`src/rtl/obstacle_pkg.sv`:
```
// Package: obstacle_pkg
// Shared types and default geometry for the obstacle game. The draw stage
// imports the same geometry, so the two always agree on where things are.
//   state_t        : game FSM state (IDLE, RUN, HIT)
//   *_DEF          : default screen / player / obstacle geometry
//   STEP_MAX       : largest per-tick step the mover can apply
package obstacle_pkg;

    typedef enum logic [1:0] {
        IDLE,
        RUN,
        HIT
    } state_t;

    localparam int SCREEN_W_DEF = 640;
    localparam int PLAYER_X_DEF = 100;
    localparam int PLAYER_W_DEF = 20;
    localparam int OBS_W_DEF    = 20;
    localparam int OBS_H_DEF    = 40;
    localparam int SPEED_DEF    = 4;
    localparam int SCORE_W_DEF  = 8;

    localparam int STEP_MAX     = 15;

endpackage

```
`src/rtl/obstacle_score.sv`:
```
// Module: obstacle_score
// Saturating score counter. Clear has priority over increment; once the
// count reaches all-ones further increments are dropped.
// Ports:
//   clk    in  system clock
//   reset  in  synchronous, active-high reset
//   clr    in  load zero (new game)
//   inc    in  add one (obstacle cleared)
//   score  out current count, SCORE_W bits
module obstacle_score #(
    parameter int SCORE_W = 8
) (
    input  logic               clk,
    input  logic               reset,
    input  logic               clr,
    input  logic               inc,
    output logic [SCORE_W-1:0] score
);

    always_ff @(posedge clk) begin
        if (reset || clr) begin
            score <= '0;
        end else if (inc && (score != '1)) begin
            score <= score + SCORE_W'(1);
        end
    end

endmodule

```
`src/rtl/obstacle_collide.sv`:
```
// Module: obstacle_collide
// Scrolls a single obstacle right-to-left on each frame tick, tests it
// against the player's column and jump height, latches game-over on a hit
// and counts obstacles cleared.
// Optional feature macro: OBSTACLE_SPEEDUP_EN -- when defined the per-tick
// step grows with the score (SPEED + score/8, capped at 15); otherwise the
// step is the constant SPEED.
// Ports:
//   clk        in   system clock
//   reset      in   synchronous, active-high reset
//   tick       in   one-cycle frame strobe; motion only happens on tick
//   start      in   level; starts a game from IDLE or restarts from HIT
//   jump_h     in   player height above ground (10 bits, from jump_logic)
//   obs_x      out  obstacle left edge (10 bits)
//   score      out  obstacles cleared this game (SCORE_W bits)
//   running    out  high while in RUN
//   game_over  out  high while in HIT
//   cleared    out  one-cycle pulse when an obstacle wraps without a hit
module obstacle_collide
    import obstacle_pkg::*;
#(
    parameter int SCREEN_W = SCREEN_W_DEF,
    parameter int PLAYER_X = PLAYER_X_DEF,
    parameter int PLAYER_W = PLAYER_W_DEF,
    parameter int OBS_W    = OBS_W_DEF,
    parameter int OBS_H    = OBS_H_DEF,
    parameter int SPEED    = SPEED_DEF,
    parameter int SCORE_W  = SCORE_W_DEF
) (
    input  logic               clk,
    input  logic               reset,
    input  logic               tick,
    input  logic               start,
    input  logic [9:0]         jump_h,
    output logic [9:0]         obs_x,
    output logic [SCORE_W-1:0] score,
    output logic               running,
    output logic               game_over,
    output logic               cleared
);

    // Overlap bounds are 11 bits so obs_x + OBS_W cannot wrap at the right edge.
    localparam logic [10:0] COL_LEFT  = 11'(PLAYER_X);
    localparam logic [10:0] COL_RIGHT = 11'(PLAYER_X + PLAYER_W);
    localparam logic [10:0] OBS_W11   = 11'(OBS_W);
    localparam logic [9:0]  X_START   = 10'(SCREEN_W - 1);
    localparam logic [9:0]  H_CLEAR   = 10'(OBS_H);

    state_t      state;
    logic        hit;
    logic        wrap;
    logic [3:0]  step;
    logic        score_clr;
    logic        score_inc;

    // ------------------------------------------------------------------
    // Step size
    // ------------------------------------------------------------------
`ifdef OBSTACLE_SPEEDUP_EN
    // Wide enough that SPEED + score/8 never overflows before the cap.
    localparam int SUM_W = (SCORE_W > 4) ? SCORE_W + 1 : 5;
    logic [SUM_W-1:0] step_sum;

    always_comb begin
        step_sum = SUM_W'(SPEED) + SUM_W'(score >> 3);
        step     = (step_sum > SUM_W'(STEP_MAX)) ? 4'(STEP_MAX) : step_sum[3:0];
    end
`else
    assign step = 4'(SPEED);
`endif

    // ------------------------------------------------------------------
    // Collision and wrap tests (every cycle, not only on tick)
    // ------------------------------------------------------------------
    always_comb begin
        hit  = (state == RUN)
            && ({1'b0, obs_x} < COL_RIGHT)
            && (({1'b0, obs_x} + OBS_W11) > COL_LEFT)
            && (jump_h < H_CLEAR);
        wrap = (obs_x < 10'(step));
    end

    // A hit in the same cycle as a wrap suppresses the score increment.
    assign score_clr = (state != RUN) && start;
    assign score_inc = (state == RUN) && !hit && tick && wrap;

    obstacle_score #(
        .SCORE_W (SCORE_W)
    ) u_score (
        .clk   (clk),
        .reset (reset),
        .clr   (score_clr),
        .inc   (score_inc),
        .score (score)
    );

    // ------------------------------------------------------------------
    // FSM, mover and registered status outputs
    // ------------------------------------------------------------------
    // NOTE: state and outputs use non-blocking assignments so every register
    // samples the pre-edge values; blocking here would let later statements
    // see half-updated state and simulate differently from the netlist.
    always_ff @(posedge clk) begin
        if (reset) begin
            state     <= IDLE;
            obs_x     <= X_START;
            running   <= 1'b0;
            game_over <= 1'b0;
            cleared   <= 1'b0;
        end else begin
            cleared <= 1'b0;
            case (state)
                IDLE, HIT: begin
                    // Obstacle and score hold in HIT so the draw stage can
                    // show where the collision happened.
                    if (start) begin
                        state     <= RUN;
                        obs_x     <= X_START;
                        running   <= 1'b1;
                        game_over <= 1'b0;
                    end
                end
                RUN: begin
                    if (hit) begin
                        state     <= HIT;
                        running   <= 1'b0;
                        game_over <= 1'b1;
                    end else if (tick) begin
                        if (wrap) begin
                            obs_x   <= X_START;
                            cleared <= 1'b1;
                        end else begin
                            obs_x <= obs_x - 10'(step);
                        end
                    end
                end
                default: begin
                    state     <= IDLE;
                    obs_x     <= X_START;
                    running   <= 1'b0;
                    game_over <= 1'b0;
                end
            endcase
        end
    end

endmodule

```
`config.mk`:
```
export PLATFORM = sky130hd
export DESIGN_NAME = obstacle_collide
export DESIGN_NICKNAME = d
export VERILOG_FILES = /design/src/rtl/obstacle_pkg.sv /design/src/rtl/obstacle_score.sv /design/src/rtl/obstacle_collide.sv
export SDC_FILE = /design/constraint.sdc
export NUM_CORES = 1
export LEC_CHECK = 0
export BUFFER_PORTS_ARGS = -buffer_cell sky130_fd_sc_hd__buf_2
export CORE_ASPECT_RATIO = 1.2
export CORE_MARGIN = 2
export CORE_UTILIZATION = 45
export CTS_CLUSTER_DIAMETER = 200
export CTS_CLUSTER_SIZE = 8
export DETAILED_ROUTE_END_ITERATION = 8
export MAX_ROUTING_LAYER = met4
export PLACE_DENSITY = 0.7
export SLEW_MARGIN = 20
export SYNTH_ARGS = -nofsm -noshare
export SYNTH_HDL_FRONTEND = slang
export SYNTH_SLANG_ARGS = --single-unit
```
`constraint.sdc`:
```
create_clock -name clk -period 3.2 [get_ports clk]
set_clock_uncertainty 0.1 [all_clocks]
set_input_delay 0.16 -clock clk [delete_from_list [all_inputs] [get_ports clk]]
set_output_delay 0.16 -clock clk [all_outputs]
set_load 0.01 [all_outputs]
```
Yosys cells after proc, flatten, opt, wreduce, memory -nomap -nowiden. Cells that the tools add are included.

$add $sub $neg: 3. Multiply operators: 0. Div/mod/pow operators: 0. Magnitude comparators: 4. Equal/unequal tests: 8. Shift-type cells: 0. Mux-type cells: 15. Bitwise gates (word level): 2. Reduce and logical (&&, ||, !) cells: 15.

Operator list (count): 10-bit 2-to-1 mux (4); 10-bit case mux with 2 select lines (1); 10-bit by 5-bit adder with 11-bit output (second input constant) (1); 11-bit by 7-bit greater-than comparator with 1-bit output (second input constant) (1); 10-bit by 3-bit less-than comparator with 1-bit output (second input constant) (1); 10-bit by 6-bit less-than comparator with 1-bit output (second input constant) (1); 10-bit by 7-bit less-than comparator with 1-bit output (second input constant) (1); 10-bit by 3-bit subtractor with 10-bit output (second input constant) (1); 8-bit by 1-bit adder with 8-bit output (second input constant) (1); 1-bit logical AND (8); 2-bit != test (second input constant) (4); 8-bit != test (second input constant) (1); 1-bit 2-to-1 mux (5); 2-bit 2-to-1 mux (2); 1-bit case mux with 2 select lines (2); 2-bit case mux with 2 select lines (1); 4-bit OR reduction (1); 3-bit AND reduction (1); 2-bit by 1-bit equality test with 1-bit output (second input constant) (1); 2-bit equality test (second input constant) (1); 2-bit logical NOT (1); 2-bit by 1-bit != test with 1-bit output (second input constant) (1); 1-bit inverter (2); 2-bit AND reduction (1); other kinds (3) (3).

Flip-flop bits (word level): 23. Latch bits: 0. Bits in writable memories: 0. Bits in read-only memories: 0. Output and inout port bits: 21. Memories: 0.

Logic depth before layout (Yosys ltp).
Depth after elaboration: 9. Depth in mapped cells: 10. Gate-level depth less buffers: 9.

Modules after synthesis. A second synthesis with hierarchy kept.

Cells, all modules: 161. Area total of the unflattened synthesis: 1300.0 um^2.

Modules (own cells, without submodules): obstacle_collide (instances 1, cells each 113, area each 878.3 um^2, seq. area each 260.2 um^2); obstacle_score (instances 1, cells each 48, area each 421.7 um^2, seq. area each 160.2 um^2).

Least setup slack after synthesis. OpenSTA, ideal clock, no wires.

Path type: reg2reg. Start: register obs_x[2]. End: register obs_x[7]. Setup time: 101 ps. Arrival: 2100 ps. Slack: 899 ps. Stages on the path, launching flop included: 11. Cells stage by stage: dfxtp_1 -> inv_1 -> ha_1 -> and2b_1 -> nor2_1 -> o21ai_0 -> o311ai_0 -> o21bai_1 -> buf_4 -> nand3_2 -> o41ai_1.

Word-level cells in the longest chain between the ends: 6.

RTL lines: from (decl) (RTL line obstacle_collide.sv:35) `output logic [9:0] obs_x,`; from (signal assigned) (RTL line obstacle_collide.sv:133) `obs_x <= obs_x - 10'(step);`; 10-bit by 5-bit adder with 11-bit output / 10-bit by 7-bit less-than comparator with 1-bit output (equally long branches) (RTL line obstacle_collide.sv:78, obstacle_collide.sv:77); 11-bit by 7-bit greater-than comparator with 1-bit output / 1-bit logical AND (equally long branches) (RTL line obstacle_collide.sv:78, obstacle_collide.sv:77); 1-bit logical AND (RTL line obstacle_collide.sv:78) `&& (({1'b0, obs_x} + OBS_W11) > COL_LEFT)`; 1-bit logical AND (RTL line obstacle_collide.sv:79) `&& (jump_h < H_CLEAR);`; 2-bit != test (no line); 3-bit AND reduction (no line).

Parallel ways exist; a longest one is shown, timed or not. The select of a mux whose other input is x is not followed. A chain may end at the register's enable or synchronous reset.

Final worst setup path.
Start: register obs_x[2]. End: register obs_x[9].

The elaborated chain is that of the path after synthesis.

==> flow_summary.yaml <==
run_status:
  outcome: "finished, final reports clean"
setup_path:
  startpoint: "obs_x[2]$_SDFFE_PP1P_"
  crit_required_ns: 3.30
  cp_max_fo: 10
  critical_path_arrival_ns: 2.88
  r2r-start: "obs_x[2]$_SDFFE_PP1P_"
  worstSetupPathType: "flop to flop"
  cp-start-kind: "flop"
  cp-end-kind: "flop"
synth:
  ys_warn_count: 0
  async_flop_share_pct: 0
  ys_seq_elements: 21
  synth.distinct_cells: 50
  yosysSeqAreaShare_pct: 32.4
  yosysTopAreaCellShare_pct: 32.4
  synth_edf_count: 0
  syn_area_per_cell_sq_um: 8.42
  syn_area_sq_um: 1300
  synth_area_leaders: "dfxtp_1 32%, nor2_1 6.1%, nand2_1 4.1%"
  synth_flop_cell: "dfxtp_1"
  syn_nets: 171
  synth_top_area_cell: "dfxtp_1"
  netlist_top_cells_count: "21 x dfxtp_1, 21 x nor2_1, 14 x nand2_1, 9 x a21oi_1, 8 x o21ai_0"
  synth_cells: 154
power_and_ir_drop:
  internal_power_w: 0.000336
  p_sw_w: 0.000124
  power_density_nw_per_um2: 310
  p_comb_share_pct: 12.5
  ir_worst_vdd_mv: 0.183
  leakage_nw: 0.619
  share_seq_of_total_power_pct: 58.7
  power.share.switching_pct: 27.0
  p_clk_share_pct: 28.8
timing:
  rsz0062_at_grt: "false"
  hold_viol: 0
  period_share_pct: 86.9
  tns_ns: 0
  drv_slew: 0
  setup_ws_ns: 0.419
  finalSetupViolCount: 0
  relSlewSlack_pct: 64.5
  tightest_slew_ns: 0.531
  fin_crit_ns: 2.78
  max_freq_mhz: 360
floorplan:
  die_y_um: 62.8
  ios: 35
  start_util_pct: 47.0
  num_rows: 21
  die_x_um: 53.0
  die-area_sq_um: 3330
  core_sq_um: 2760
route:
  drtIter0Drc: 29
  post-route-drc-count: 0
  via_count: 1225
  wl_per_cell_um: 14.1
  drt-total-wl_um: 3060
  via_per_inst: 5.65
  dr.pass1.iters: 4
  drtAntennaViolNets: 0
finish:
  fin_nets: 201
  syn2layout_area_growth_pct: 14.4
  n_antenna_cell: 0
  nFillCells: 290
  drive_gt1_share_pct: 23.5
  utilization_pct: 53.7
  instances_no_fill: 217
place:
  port_buffers: 31
  place.gp.congestion: 0.783
  dp_cells: 213
  dpl.hpwl_um: 2330
  post-place-ws_ns: 0.447
clocking:
  clk_latency_ns: 0.31
  ctsResizeCount: 0
  cts_setup_buffers: 0
  cts.sinks: 21
  path_clk_slew_ns: 0.12
  cts.htree.levels: 1
  clk_path_buf_depth: 2
  root_buffer: "clkbuf_4"
  cts_tree: "built"
  cts_buffers: 3
  ctsHoldBuffers: 0
flow_run:
  drv_cap: 0
global_route:
  grt_max_degree: 15
  grt_pass1_vias: 1154
  grt_util_all_layers_pct: 20.5
  antenna_found_initial: 0
  grt_overflow: 0
  grt_pass1_wl_um: 5160
hold_path:
  hp-start: "reset"
  hp-class: "input port to flop"
worst paths after layout:
kind	slack [ns]	cells after the start	end
worst max register to register	0.42	10	obs_x[9]$_SDFFE_PP1P_
worst max-delay path	0.42	10	obs_x[9]$_SDFFE_PP1P_
worst min register to register	0.40	1	u_score.score[6]$_SDFFE_PP0P_
worst min-delay path	0.05	2	game_over$_SDFFE_PP0P_
layout by cell type, fill, tap and decap left out, types with 2 or more instances in the layout:
cell       netlist  final
nor2b_1          2      2
nand3_1          6      6
nor3_1           3      3
nand2b_1         2      2
or4_1            2      2
o21ai_0          8      8
clkbuf_4         0      3
a21oi_1          9      9
xnor2_1          2      2
nand4b_1         2      2
and2b_1          2      2
buf_2            0     31
nand3b_1         2      2
xor2_1           3      3
nand2_1         14     14
or3_1            2      2
nand4_4          2      2
dfxtp_1         21     21
and2_1           2      2
o41ai_1          2      2
inv_1            5      5
a2bb2oi_1        2      2
ha_1             3      3
o21bai_1         2      2
nor2_1          21     21
nand4_1          4      4
o22ai_1          2      2
state kept, by name (all words and copies together), names as in the netlist:
signal and cells:
obs_x 9, running 1, cleared 1, u_score.score 8
state 1, game_over 1
logic make-up (layout without fill, tap and decap cells):
logic type | Yosys count | after routing | share of synthesized area [%]
compound gates | 37 | 37 | 20.3
fa+ha+maj | 3 | 3 | 2.90
mux | 1 | 1 | 0.772
xor+xnor | 5 | 5 | 3.38
buf+inv | 12 | 41 | 4.92
flops | 21 | 21 | 32.4
simple gates | 75 | 75 | 35.3
through the flow:
step	total power, W	instance area (sq um)	hold WS, ns
after floorplan	0.000313	1300	0.213
after global placement	0.000330	1460	0.373
after detailed placement	0.000333	1460	0.382
after CTS	0.000465	1480	0.0387
after global routing	0.000484	1480	0.0565
final	0.000460	1480	0.0488
per-layer routing:
layer	vias to the layer above	global-route usage, %	wire length (um)
li1	618	-	-
met1	573	23.7	1270
met2	29	35.8	1640
met3	5	2.15	118
met4	0	7.05	38
met5	-	-	0
layout make-up:
type,count,area (sq um),share of cell area [%]
multi-input cells,121,812,54.8
clock buffers,4,26.3,1.77
repair buffers,32,163,11.0
inverters,5,18.8,1.27
well taps,34,42.5,2.87
flip-flops and latches,21,420,28.4
critical path: stages, from the launching register on:
cell	delay [ns]
dfxtp_1	0.51
inv_1	0.09
ha_1	0.30
and2b_1	0.21
nor2_1	0.06
o21ai_0	0.21
o311ai_0	0.14
o21bai_1	0.48
buf_4	0.24
nor4b_1	0.22
o21ai_0	0.10
power by group through the flow:
stage	registers [W]	logic (W)	clock network, W
after floorplan	0.000276	0.0000377	0
after global placement	0.000275	0.0000546	0
after detailed placement	0.000276	0.0000571	0
after CTS	0.000270	0.0000573	0.000138
after global routing	0.000271	0.0000649	0.000148
final	0.000270	0.0000574	0.000133
No activity file was read; power rests on OpenSTA's default activity.
